==> config.mk <==
export PLATFORM = sky130hd
export DESIGN_NAME = reorder_buffer
export DESIGN_NICKNAME = d
export VERILOG_FILES = /design/src/rtl/reorder_buffer_pkg.sv /design/src/rtl/reorder_buffer_rob_ptr.sv /design/src/rtl/reorder_buffer.sv
export SDC_FILE = /design/constraint.sdc
export NUM_CORES = 1
export LEC_CHECK = 0
export BUFFER_PORTS_ARGS = -buffer_cell sky130_fd_sc_hd__clkbuf_2
export CORE_UTILIZATION = 40
export CTS_CLUSTER_DIAMETER = 80
export DETAILED_ROUTE_END_ITERATION = 10
export GPL_ROUTABILITY_DRIVEN = 0
export PLACE_DENSITY_LB_ADDON = 0.1
export SKIP_CTS_REPAIR_TIMING = 1
export SYNTH_ARGS = -nofsm -noshare
export SYNTH_HDL_FRONTEND = slang
export SYNTH_HIERARCHICAL = 1
export SYNTH_SLANG_ARGS = --single-unit
==> constraint.sdc <==
create_clock -name clk -period 4.56 [get_ports clk]
set_input_delay 0.912 -clock clk [delete_from_list [all_inputs] [get_ports clk]]
set_output_delay 0.912 -clock clk [all_outputs]
set_load 0.02 [all_outputs]
==> src/rtl/reorder_buffer_pkg.sv <==
// Shared LC-3b datapath types used by the reorder buffer and its neighbours.
// Latency: n/a (types only). Backpressure: n/a.
package lc3b_types;

  typedef logic [2:0]  lc3b_rob_addr;
  typedef logic [2:0]  lc3b_reg;
  typedef logic [15:0] lc3b_word;

  typedef enum logic [3:0] {
    op_br   = 4'd0,
    op_add  = 4'd1,
    op_ldb  = 4'd2,
    op_stb  = 4'd3,
    op_jsr  = 4'd4,
    op_and  = 4'd5,
    op_ldr  = 4'd6,
    op_str  = 4'd7,
    op_rti  = 4'd8,
    op_not  = 4'd9,
    op_ldi  = 4'd10,
    op_sti  = 4'd11,
    op_jmp  = 4'd12,
    op_shf  = 4'd13,
    op_lea  = 4'd14,
    op_trap = 4'd15
  } lc3b_opcode;

  typedef struct packed {
    logic       busy;
    logic       ready;
    lc3b_opcode opcode;
    lc3b_reg    dest;
    lc3b_word   pc;
    logic       predict;
    lc3b_word   value;
  } rob_entry_t;

endpackage

==> src/rtl/reorder_buffer_rob_ptr.sv <==
// Wrapping circular-buffer pointer with clear (priority) and increment.
// Latency: 1 cycle from inc/clr to new pointer value. Backpressure: none, caller gates inc.
module rob_ptr #(
  parameter int width = 3
) (
  input  logic             clk,
  input  logic             rst_n,
  input  logic             clr,
  input  logic             inc,
  output logic [width-1:0] ptr
);

  always_ff @(posedge clk) begin
    if (!rst_n) begin
      ptr <= '0;
    end else if (clr) begin
      ptr <= '0;
    end else if (inc) begin
      ptr <= ptr + 1'b1;
    end
  end

endmodule

==> src/rtl/reorder_buffer.sv <==
// In-order reorder buffer: allocate at tail, complete from CDB, retire from head.
// Latency: allocate/CDB/retire visible at head next cycle; read ports forward CDB same cycle.
// Backpressure: full blocks allocate unless the head retires in the same cycle.
module reorder_buffer
  import lc3b_types::*;
#(
  parameter int data_width = 16,
  parameter int tag_width  = 3
) (
  input  logic                  clk,
  input  logic                  rst_n,
  input  logic                  flush,
  input  logic                  alloc_we,
  input  lc3b_opcode            alloc_opcode,
  input  lc3b_reg               alloc_dest,
  input  lc3b_word              alloc_pc,
  input  logic                  alloc_predict,
  input  logic                  alloc_ready,
  input  logic [data_width-1:0] alloc_value,
  output logic [tag_width-1:0]  alloc_addr,
  output logic                  full,
  input  logic                  cdb_valid,
  input  logic [tag_width-1:0]  cdb_tag,
  input  logic [data_width-1:0] cdb_value,
  input  logic [tag_width-1:0]  rd_tag_a,
  input  logic [tag_width-1:0]  rd_tag_b,
  output logic [data_width-1:0] rd_value_a,
  output logic [data_width-1:0] rd_value_b,
  output logic                  rd_ready_a,
  output logic                  rd_ready_b,
  input  logic                  RE,
  output logic                  valid_out,
  output lc3b_opcode            opcode_out,
  output lc3b_reg               dest_out,
  output logic [data_width-1:0] value_out,
  output logic                  predict_out,
  output lc3b_word              pc_out,
  output logic [tag_width-1:0]  rob_addr,
  output logic                  empty
);

  localparam int depth = 2 ** tag_width;

  rob_entry_t           entries_q [depth];
  rob_entry_t           head_entry;
  rob_entry_t           alloc_entry;
  logic [tag_width:0]   count_q;
  logic [tag_width-1:0] head;
  logic [tag_width-1:0] tail;
  logic                 head_valid;
  logic                 do_retire;
  logic                 do_alloc;
  logic                 cdb_hit;

  assign head_entry = entries_q[head];
  assign empty      = (count_q == '0);
  assign full       = (count_q == (tag_width + 1)'(depth));
  assign head_valid = !empty && head_entry.busy && head_entry.ready;

  // Flush outranks every other update; a retiring head frees its slot for a same-cycle allocate.
  assign do_retire = RE && head_valid && !flush;
  assign do_alloc  = alloc_we && (!full || do_retire) && !flush;
  assign cdb_hit   = cdb_valid && entries_q[cdb_tag].busy && !flush;

  rob_ptr #(.width(tag_width)) u_head_ptr (
    .clk   (clk),
    .rst_n (rst_n),
    .clr   (flush),
    .inc   (do_retire),
    .ptr   (head)
  );

  rob_ptr #(.width(tag_width)) u_tail_ptr (
    .clk   (clk),
    .rst_n (rst_n),
    .clr   (flush),
    .inc   (do_alloc),
    .ptr   (tail)
  );

  always_ff @(posedge clk) begin
    if (!rst_n) begin
      count_q <= '0;
    end else if (flush) begin
      count_q <= '0;
    end else if (do_alloc && !do_retire) begin
      count_q <= count_q + 1'b1;
    end else if (do_retire && !do_alloc) begin
      count_q <= count_q - 1'b1;
    end
  end

  always_comb begin
    alloc_entry         = '0;
    alloc_entry.busy    = 1'b1;
    alloc_entry.ready   = alloc_ready;
    alloc_entry.opcode  = alloc_opcode;
    alloc_entry.dest    = alloc_dest;
    alloc_entry.pc      = alloc_pc;
    alloc_entry.predict = alloc_predict;
    alloc_entry.value   = alloc_ready ? alloc_value : '0;
  end

  // Later assignments win: allocate overrides a CDB hit on the same slot.
  always_ff @(posedge clk) begin
    if (!rst_n) begin
      for (int i = 0; i < depth; i++) begin
        entries_q[i] <= '0;
      end
    end else if (flush) begin
      for (int i = 0; i < depth; i++) begin
        entries_q[i].busy  <= 1'b0;
        entries_q[i].ready <= 1'b0;
      end
    end else begin
      if (cdb_hit) begin
        entries_q[cdb_tag].value <= cdb_value;
        entries_q[cdb_tag].ready <= 1'b1;
      end
      if (do_retire) begin
        entries_q[head].busy  <= 1'b0;
        entries_q[head].ready <= 1'b0;
      end
      if (do_alloc) begin
        entries_q[tail] <= alloc_entry;
      end
    end
  end

  always_comb begin
    rd_value_a = entries_q[rd_tag_a].value;
    rd_ready_a = entries_q[rd_tag_a].busy && entries_q[rd_tag_a].ready;
    if (cdb_valid && (cdb_tag == rd_tag_a) && entries_q[rd_tag_a].busy) begin
      rd_value_a = cdb_value;
      rd_ready_a = 1'b1;
    end
  end

  always_comb begin
    rd_value_b = entries_q[rd_tag_b].value;
    rd_ready_b = entries_q[rd_tag_b].busy && entries_q[rd_tag_b].ready;
    if (cdb_valid && (cdb_tag == rd_tag_b) && entries_q[rd_tag_b].busy) begin
      rd_value_b = cdb_value;
      rd_ready_b = 1'b1;
    end
  end

  assign valid_out   = head_valid;
  assign opcode_out  = head_entry.opcode;
  assign dest_out    = head_entry.dest;
  assign value_out   = head_entry.value;
  assign predict_out = head_entry.predict;
  assign pc_out      = head_entry.pc;
  assign rob_addr    = head;
  assign alloc_addr  = tail;

endmodule

[Word level (Yosys, flattened, before mapping)]
Memory sizes are Yosys's and may differ from the RTL's. A register that Yosys moved wholly into a read port is not among the register bits.
Cells that the tools add are included.
Word-level totals
  output and inout port bits: 83
  memories: 1
  word-level logic and storage cells: 106
  flip-flop bits (word level): 10
  input port bits: 72
  memory bits (writable): 336
Operators by class
  eq/ne operators: 3
  mux-type cells: 50
  reduce and logical (&&, ||, !) cells: 28
  add/subtract/negate cells: 4
  bitwise logic cells: 17
Memories
  entries_q: depth 8, bits a word 42, read ports 4, clocked after memory_dff 1, wr ports 8, RTL line reorder_buffer.sv:44  | rob_entry_t entries_q [depth];
Operator list (number)
  $mux W42: 3
  $reduce_or A42 Y1: 3
  $mux W16: 3
  $mux W1: 34
  $mux W3: 7
  $logic_and A1 B1 Y1: 16
  $or A1 B1 Y1: 16
  $mux W4: 3
  $add A3 B1 Y3 const B: 2
  $eq A3 B3 Y1: 2
  $logic_not A1 Y1: 5
  $add A4 B1 Y4 const B: 1
  $eq A4 B4 Y1 const B: 1
  $logic_not A4 Y1: 1
  $sub A4 B1 Y4 const B: 1
  $reduce_bool A2 Y1: 1
  $reduce_or A2 Y1: 1
  $logic_or A1 B1 Y1: 1
  $not A1 Y1: 1

[Logic depth before layout (Yosys ltp)]
Gate-level depths: netlist (run 1).
  depth in word-level cells: 15
  depth in mapped cells: 15
  gate-level depth less buffers: 14

[Hierarchy]
The synthesis (run 1) kept the hierarchy.
Modules (own cells, without submodules)
  reorder_buffer: area an instance 18064.8 µm², instances 1, cells each 1581, seq. area each 10009.6 µm²
  rob_ptr: area an instance 127.6 µm², instances 2, cells each 12, seq. area each 60.1 µm²

[Worst setup path after synthesis (run 1)]
Ideal clock, no wire load.
  kind: input to register
  from: in rst_n
  to: mem entries_q[6][0] (netlist bit) (enable)
  setup time: 373 ps
  arrival time: 3244 ps
  data required time: 4187 ps
  slack: 943 ps
  buffers on the path: 2
  stages: 8
  path through: buf_2 nor2b_1 buf_2 nand3b_1 nor3_1 a21oi_4 nand2_1 or2_1
RTL lines
  start, declared: RTL line reorder_buffer.sv:11  | input logic rst_n,
  end, declared: RTL line reorder_buffer.sv:44

==> impl_metrics.csv, run 1 <==
group,metric,value,unit
setup_path,cp_top_family,"simple AND/OR/NAND/NOR gates",
sta,max_freq,0.244,GHz
sta,setup_viol,0,
final_layout,area_growth,14.9,%
clock_network,clockBufferDepth,3,
sta,fin_tns_setup,0,ns
routing,dr_total_vias,14200,
sta,fin_crit,4.10,ns
setup_path,path_max_fanout,19,
floorplanning,die_h,216,um
logic_synthesis,syn_area_per_cell,11.4,sq um
logic_synthesis,synth_seq_cells,346,
logic_synthesis,synth_top_area_share,52.5,%
pwr,power,7580,uW
sta,slew_violations,0,
placement,place_inst,2260,
final_layout,final_cells,2335,
sta,final.setup.worst_slack,0.464,ns
floorplanning,coreArea,45300,sq um
routing,dr.first_iter.drc_count,1246,
logic_synthesis,ys_top_cells_by_area,"edfxtp_1, mux4_2, a22oi_1, nor2_1, nand3_1",
setup_path,max_stage_delay,0.81,ns
floorplanning,start_util,40.5,%
clock_network,htreeDepth,2,
grt,grt_use_total,27.3,%
grt,overflow,0,
clock_network,cts_sinks,346,
setup_path,worstPathRequired,3.65,ns
setup_path,startpoint_type,"flip-flop",
final_layout,drive_gt1_share,22.0,%
floorplanning,rows,78,
logic_synthesis,post-synth-top-area-cell,"edfxtp_1",
floorplanning,die_area,46700,sq um
logic_synthesis,synthCells,1605,
sta,skew,0.0253,ns
setup_path,critPathArrivalTime,3.18,ns
sta,hold_viol,0,
routing,drc,0,
clock_network,cts_buffers,41,
floorplanning,chipWidth,216,um
placement,preCtsSetupSlack,0.742,ns
logic_synthesis,syn_area,18300,sq um
sta,worstMarginPinSlew,1.10,ns
setup_path,crit_buf_inv,2,
grt,antenna_found_initial,3,
pwr,ir_drop,0.288,mV
sta,rsz0062_at_grt,"false",
placement,dp_hpwl,36800,um
routing,viasPerCell,6.07,
clock_network,cts_tree,"built",
pwr,power_leakage,0.00737,uW
clock_network,cts_root_buf,"clkbuf_16",
logic_synthesis,synth-main-ff-cell,"edfxtp_1",
logic_synthesis,syn_nets,1683,
grt,grt_pass1_wl,94100,um
clock_network,clkTransAtPathRegs,0.06,ns
routing,first_pass_iters,7,
routing,wl,63800,um
status,run_status,"finished clean",
grt,grt_pass1_vias,14300,
setup_path,worstSetupPathType,"flip-flop to output pin",
sta,relSlewSlack,26.7,%
placement,portBuffers,154,
grt,grt_max_degree,56,
routing,drtAntennaViolNets,0,
logic_synthesis,synth-edff-count,320,
run,maxCapViolCount,0,
hold_path,hold_class,"flip-flop to flip-flop",
setup_path,crit_path_end_kind,"output pin",
floorplanning,io_pins,155,
clock_network,insertion_delay,0.59,ns
logic_synthesis,ys_seq_area_share,55.3,%
final_layout,nNetsFinal,1781,
final_layout,stdcell_area,21000,sq um
sta,finalCritPeriodShare,89.8,%
pwr,power_per_cell_area,360,nW/um^2
routing,wl_per_cell,27.3,um
logic_synthesis,synthDistinctLibCells,49,
logic_synthesis,ys_async_sr_fraction,0,%
setup_path,crit_path_cell_trace,"nor2b_1, nor2b_4, buf_4, a22oi_1, nand4_1, clkbuf_2",
logic_synthesis,yosys_warnings,6,
placement,postPlaceCellArea,19700,sq um
setup_path,slowest_stage,"dfxtp_1",
==> metrics by stage <==
| step | util (%) | hold WS [ns] |
|---|---|---|
| final | 46.5 | 0.501 |
| after detailed placement | 43.5 | 0.494 |
| after floorplan | - | 0.454 |
| after global placement | 43.5 | 0.485 |
| after CTS | 46.5 | 0.502 |
| after global routing | 46.5 | 0.530 |
==> cell families after synthesis <==
group / after synthesis / synth area share (%)
xor+xnor: 11 / 0.526
buf+inv: 163 / 3.87
compound gates: 369 / 13.1
fa+ha+maj: 6 / 0.451
simple gates: 590 / 15.1
flops: 346 / 55.3
mux: 120 / 11.7
==> metal layers <==
metal	routed length, um	vias to the layer above	GRT usage, %	part of all wire, %
met3	4430	137	4.76	7.0
li1	-	6327	-	-
met5	13	-	0	0.020
met4	1900	2	9.01	3.0
met2	31100	592	46.4	49
met1	26300	7119	35.4	41
==> final timing paths <==
check	endpoint	start	cells past startpoint	slack (ns)
min reg2reg	count_q[3]$_SDFFE_PP0P_	count_q[3]$_SDFFE_PP0P_	2	0.50
min	count_q[3]$_SDFFE_PP0P_	count_q[3]$_SDFFE_PP0P_	2	0.50
max	value_out[2]	u_head_ptr/ptr[2]$_SDFFE_PP0P_	6	0.46
max reg2reg	entries_q[2][10]$_DFFE_PP_	u_head_ptr/ptr[2]$_SDFFE_PP0P_	7	0.85
==> power breakdown <==
group          switching (uW)  internal, uW
combinational             431           223
sequential               58.0          3570
clock                    1370          1930
total                    1860          5720
==> area by class of cell <==
cell class / instances / area, sq um
Clock buffer: 52 / 1120
Inverter: 4 / 15.0
Clock inverter: 21 / 221
Multi-Input combinational cell: 1096 / 7530
Timing Repair Buffer: 214 / 1270
Antenna cell: 2 / 5.00
Fill cell: 4266 / 24200
Tap cell: 600 / 751
Sequential cell: 346 / 10100
==> worst reg2reg max path: cells and delay by family (launching register included) <==
kind | cells | cell delay, ns
simple gates | 5 | 1.40
compound gates | 1 | 0.97
flops | 1 | 0.81
buf+inv | 1 | 0.25
==> registers in the layout, summed over array words and instances (netlist names) <==
signal	flops
u_head_ptr/ptr	3
entries_q	336
u_tail_ptr/ptr	3
count_q	4
==> placed cells by master (no fill, tap or decap), drive strengths merged, types with 2 or more instances in the layout <==
| cell | netlist | final |
|---|---|---|
| a21bo | 2 | 2 |
| a21o | 6 | 6 |
| a21oi | 20 | 20 |
| a22oi | 160 | 160 |
| and2 | 5 | 5 |
| and3 | 10 | 10 |
| and3b | 3 | 3 |
| buf | 57 | 60 |
| bufinv | 0 | 3 |
| clkbuf | 102 | 206 |
| clkinv | 0 | 14 |
| dfxtp | 26 | 26 |
| diode | 0 | 2 |
| edfxtp | 320 | 320 |
| ha | 5 | 5 |
| inv | 4 | 8 |
| mux2i | 46 | 46 |
| mux4 | 74 | 74 |
| nand2 | 104 | 104 |
| nand2b | 31 | 31 |
| nand3 | 131 | 131 |
| nand3b | 3 | 3 |
| nand4 | 45 | 45 |
| nor2 | 214 | 214 |
| nor2b | 12 | 12 |
| nor3 | 11 | 11 |
| nor3b | 3 | 3 |
| nor4 | 4 | 4 |
| o211ai | 8 | 8 |
| o21ai | 168 | 168 |
| o31ai | 4 | 4 |
| or2 | 11 | 11 |
| xnor2 | 10 | 10 |
==> Yosys cell counts (all sizes together) (2+ instances only) <==
cell,n
a21bo,2
a21o,6
a21oi,20
a22oi,160
and2,5
and3,10
and3b,3
buf,57
clkbuf,102
dfxtp,26
edfxtp,320
ha,5
inv,4
mux2i,46
mux4,74
nand2,104
nand2b,31
nand3,131
nand3b,3
nand4,45
nor2,214
nor2b,12
nor3,11
nor3b,3
nor4,4
o211ai,8
o21ai,168
o31ai,4
or2,11
xnor2,10
(Power assumes the default switching activity.)
==> run 2, diff against run 1 <==
Settings changed: RECOVER_POWER from default to 25.
==> run 2 against run 1 <==
Effect of this change: sequential share of layout area increased by 0.11 points; clock skew about the same; core utilization decreased by 0.11 points; critical path type unchanged; highest routed layer unchanged; clock-buffer cell count unchanged; sequential cell count did not move; first-iteration DRC count decreased by 3.9%; routed wire length hardly changed; non-clock buffer count is the same.
==> impl_metrics.csv, run 2 (same netlist as run 1, synthesis figures left out) <==
group,metric,value,unit
pwr,ir_drop,0.287,mV
setup_path,path_max_fanout,19,
sta,slew_violations,0,
sta,rsz0062_at_grt,"false",
routing,wl,63800,um
grt,grt_pass1_vias,14300,
pwr,power_per_cell_area,361,nW/um^2
floorplanning,chipWidth,216,um
clock_network,clkTransAtPathRegs,0.06,ns
sta,worstMarginPinSlew,1.40,ns
routing,dr_total_vias,14300,
grt,antenna_found_initial,3,
final_layout,area_growth,14.6,%
final_layout,top_register,"entries_q",
run,maxCapViolCount,0,
floorplanning,start_util,40.5,%
setup_path,worstPathRequired,3.65,ns
final_layout,reg.largest.list,"entries_q x336, count_q x4",
final_layout,largest_register_ffs,336,
sta,fin_tns_setup,0,ns
routing,dr.first_iter.drc_count,1197,
grt,grt_max_degree,56,
final_layout,utilization,46.4,%
clock_network,clockBufferDepth,3,
setup_path,worstSetupPathType,"flip-flop to output pin",
sta,finalCritPeriodShare,89.8,%
sta,setup_viol,0,
sta,fin_crit,4.10,ns
placement,portBuffers,154,
sta,max_freq,0.244,GHz
setup_path,crit_path_end_kind,"output pin",
setup_path,startpoint_type,"flip-flop",
final_layout,nNetsFinal,1781,
clock_network,cts_buffers,41,
floorplanning,rows,78,
routing,drc,0,
clock_network,insertion_delay,0.59,ns
sta,hold_viol,0,
clock_network,cts_tree,"built",
final_layout,fill_cells,4279,
sta,hold_slack,0.500,ns
floorplanning,die_area,46700,sq um
sta,final.setup.worst_slack,0.463,ns
status,run_status,"finished clean",
sta,relSlewSlack,6.47,%
final_layout,final_cell_mix,"edfxtp_1, nor2_1, a22oi_1",
clock_network,cts_sinks,346,
sta,skew,0.0254,ns
final_layout,final_common_cell,"edfxtp_1",
grt,grt_pass1_wl,94100,um
floorplanning,io_pins,155,
final_layout,drive_gt1_share,21.4,%
grt,grt_use_total,27.3,%
routing,wl_per_cell,27.3,um
hold_path,hold_class,"flip-flop to flip-flop",
setup_path,critPathArrivalTime,3.18,ns
routing,viasPerCell,6.12,
routing,first_pass_iters,5,
grt,overflow,0,
pwr,power,7570,uW
clock_network,cts_root_buf,"clkbuf_16",
pwr,power_leakage,0.00735,uW
placement,preCtsSetupSlack,0.742,ns
placement,dp_hpwl,36800,um
floorplanning,coreArea,45300,sq um
clock_network,htreeDepth,2,
routing,drtAntennaViolNets,0,
floorplanning,die_h,216,um
-- run 2: cell count changes in the layout (fill, tap and decap cells not counted), sizes merged --
cell | before | now
clkbuf | 206 | 214
buf | 60 | 52
-- run 2: worst paths after layout --
| check | start | slack [ns] | to | depth (start not counted) |
|---|---|---|---|---|
| setup / recovery | u_head_ptr/ptr[2]$_SDFFE_PP0P_ | 0.46 | value_out[2] | 6 |
| hold / removal | count_q[3]$_SDFFE_PP0P_ | 0.50 | count_q[3]$_SDFFE_PP0P_ | 2 |
| setup reg to reg | u_head_ptr/ptr[2]$_SDFFE_PP0P_ | 0.60 | entries_q[7][21]$_SDFFCE_PN0P_ | 6 |
| hold reg to reg | count_q[3]$_SDFFE_PP0P_ | 0.50 | count_q[3]$_SDFFE_PP0P_ | 2 |
-- run 2: area by class of cell --
cell class	count	area [sq um]	share of cell area [%]
Clock inverter	21	221	1.05
Inverter	4	15.0	0.0715
Sequential cell	346	10100	48.2
Timing Repair Buffer	214	1240	5.91
Antenna cell	2	5.00	0.0238
Multi-Input combinational cell	1096	7520	35.8
Clock buffer	52	1120	5.33
Tap cell	600	751	3.58
-- run 2: worst max-delay path, cell delays in order (launching register included) --
cell,delay (ns)
dfxtp_1,0.81
nor2b_1,0.37
nor2b_4,0.58
buf_4,0.35
a22oi_1,0.12
nand4_1,0.16
clkbuf_2,0.20
-- run 2: stage by stage --
| step | area [sq um] | cells |
|---|---|---|
| 3_3_place_gp | 19700 | 2260 |
| 4_1_cts | 21000 | 2333 |
| 6_report | 21000 | 2335 |
| 2_1_floorplan | 18300 | 1605 |
| 5_1_grt | 21000 | 2334 |
| 3_5_place_dp | 19700 | 2260 |
-- run 2: routing by layer --
layer	vias to the layer above	wire length (um)	global-route usage, %
met5	-	13	0
met4	2	1820	9.01
met3	136	4690	4.76
met2	643	31200	46.4
met1	7196	26000	35.4
li1	6320	-	-
-- run 2: where the power goes --
part,switching [uW],leakage [uW],internal [uW]
clock network,1370,0.000664,1930
registers,57.8,0.00352,3570
logic,429,0.00317,222
total,1850,0.00735,5720
==> run 3, diff against run 2 <==
==> constraint.sdc (replaced) <==
create_clock -name clk -period 3.7 [get_ports clk]
set_input_delay 0.74 -clock clk [delete_from_list [all_inputs] [get_ports clk]]
set_output_delay 0.74 -clock clk [all_outputs]
set_load 0.005 [all_outputs]
==> run 3 against run 2 <==
Effect of this change: core utilization unchanged; die area unchanged; final cell count about the same; via count down 0.46%; largest cell class unchanged; worst setup slack worse by 0.18 ns; power up 19%; register-to-register slack worse by 0.32 ns; critical path depth unchanged; global-route usage about the same; sequential power up 23%.
==> impl_metrics.csv, run 3 (same netlist as run 1, synthesis figures left out) <==
group,metric,value,unit
placement,place_inst,2266,
sta,hold_slack,0.493,ns
sta,fin_tns_setup,0,ns
routing,drc,0,
clock_network,cts_root_buf,"clkbuf_16",
clock_network,clockBufferDepth,3,
final_layout,top_register,"entries_q",
clock_network,insertion_delay,0.58,ns
final_layout,final_cell_mix,"edfxtp_1, nor2_1, a22oi_1, clkbuf_2, nand3_1",
run,maxCapViolCount,0,
setup_path,crit_path_cell_trace,"nor2b_1, and2_2, buf_4, a22oi_1, nand4_1, clkbuf_2",
final_layout,reg.largest.list,"entries_q x336, count_q x4",
final_layout,largest_register_ffs,336,
final_layout,area_growth,14.6,%
setup_path,worstPathRequired,2.96,ns
routing,dr_total_vias,14200,
grt,overflow,0,
sta,finalCritPeriodShare,92.5,%
sta,fin_crit,3.42,ns
sta,relSlewSlack,1.58,%
setup_path,max_stage_delay,0.66,ns
sta,max_freq,0.292,GHz
setup_path,startpoint_type,"flip-flop",
placement,portBuffers,154,
pwr,ir_drop,0.379,mV
setup_path,worstSetupPathType,"flip-flop to output pin",
floorplanning,die_h,216,um
grt,grt_pass1_wl,93400,um
sta,rsz0062_at_grt,"false",
status,run_status,"finished clean",
clock_network,cts_tree,"built",
grt,antenna_found_initial,0,
floorplanning,io_pins,155,
clock_network,clkTransAtPathRegs,0.06,ns
sta,skew,0.0156,ns
floorplanning,start_util,40.5,%
final_layout,drive_gt1_share,21.4,%
routing,wl_per_cell,27.2,um
sta,setup_viol,0,
grt,grt_max_degree,49,
routing,wl,63500,um
setup_path,critPathArrivalTime,2.68,ns
routing,first_pass_iters,6,
final_layout,stdcell_area,21000,sq um
routing,dr.first_iter.drc_count,1451,
pwr,power_leakage,0.00734,uW
clock_network,htreeDepth,2,
sta,slew_violations,0,
final_layout,final_cells,2337,
floorplanning,chipWidth,216,um
placement,postPlaceCellArea,19800,sq um
final_layout,final_common_cell,"edfxtp_1",
setup_path,crit_buf_inv,2,
final_layout,nNetsFinal,1788,
setup_path,slowest_stage,"dfxtp_1",
final_layout,n_antenna_cell,0,
floorplanning,coreArea,45300,sq um
sta,worstMarginPinSlew,1.48,ns
grt,grt_pass1_vias,14100,
routing,viasPerCell,6.09,
hold_path,hold_class,"flip-flop to flip-flop",
floorplanning,rows,78,
setup_path,path_max_fanout,15,
clock_network,cts_sinks,346,
pwr,power_per_cell_area,429,nW/um^2
setup_path,cp_top_family,"simple AND/OR/NAND/NOR gates",
routing,drtAntennaViolNets,0,
placement,dp_hpwl,36000,um
sta,hold_viol,0,
floorplanning,die_area,46700,sq um
clock_network,cts_buffers,42,
grt,grt_use_total,27.4,%
setup_path,crit_path_end_kind,"output pin",
-- run 3: metal layers --
| metal | global-route usage [%] | vias to the layer above | wire length (um) |
|---|---|---|---|
| met3 | 4.12 | 124 | 4460 |
| met5 | 0 | - | 0 |
| met1 | 36.1 | 7147 | 26200 |
| met4 | 10.7 | 0 | 2070 |
| met2 | 45.5 | 625 | 30700 |
| li1 | - | 6335 | - |
-- run 3: per-stage QoR --
step                power, uW  worst slack, ns  util [%]
finish                   9000            0.279      46.4
global route             9280           0.0467      46.4
CTS                      9070            0.253      46.5
detailed placement       5300            0.303      43.8
global placement         5290            0.353      43.8
floorplan                4950            0.255         -
-- run 3: final cells by class --
class,instances,area (sq um)
Sequential cell,346,10100
Timing Repair Buffer,220,1380
Inverter,4,15.0
Multi-Input combinational cell,1096,7500
Clock buffer,51,1110
Tap cell,600,751
Fill cell,4207,24300
Clock inverter,20,114
-- run 3: final timing paths --
kind | start | to | slack (ns) | cells past startpoint
setup / recovery | u_head_ptr/ptr[1]$_SDFFE_PP0P_ | value_out[4] | 0.28 | 6
hold / removal | count_q[3]$_SDFFE_PP0P_ | count_q[3]$_SDFFE_PP0P_ | 0.49 | 2
setup reg to reg | u_head_ptr/ptr[0]$_SDFFE_PP0P_ | count_q[3]$_SDFFE_PP0P_ | 0.28 | 14
hold reg to reg | count_q[3]$_SDFFE_PP0P_ | count_q[3]$_SDFFE_PP0P_ | 0.49 | 2
-- run 3: worst register-to-register path: stages, from the launching register on --
cell	delay, ns
dfxtp_1	0.63
mux4_2	0.57
mux2i_1	0.24
nor2_1	0.11
nand2_1	0.12
a21oi_1	0.07
buf_4	0.15
ha_1	0.20
inv_1	0.11
ha_1	0.24
a21o_1	0.18
a21oi_1	0.19
xnor2_1	0.09
or3_1	0.30
a21oi_1	0.13
-- run 3: report_power, final --
group          internal, uW  total, uW  leakage, uW  switching [uW]
Clock                  2120       3790     0.000600            1670
Sequential             4410       4470      0.00352            67.4
Combinational           277        734      0.00322             457
Total                  6810       9000      0.00734            2200
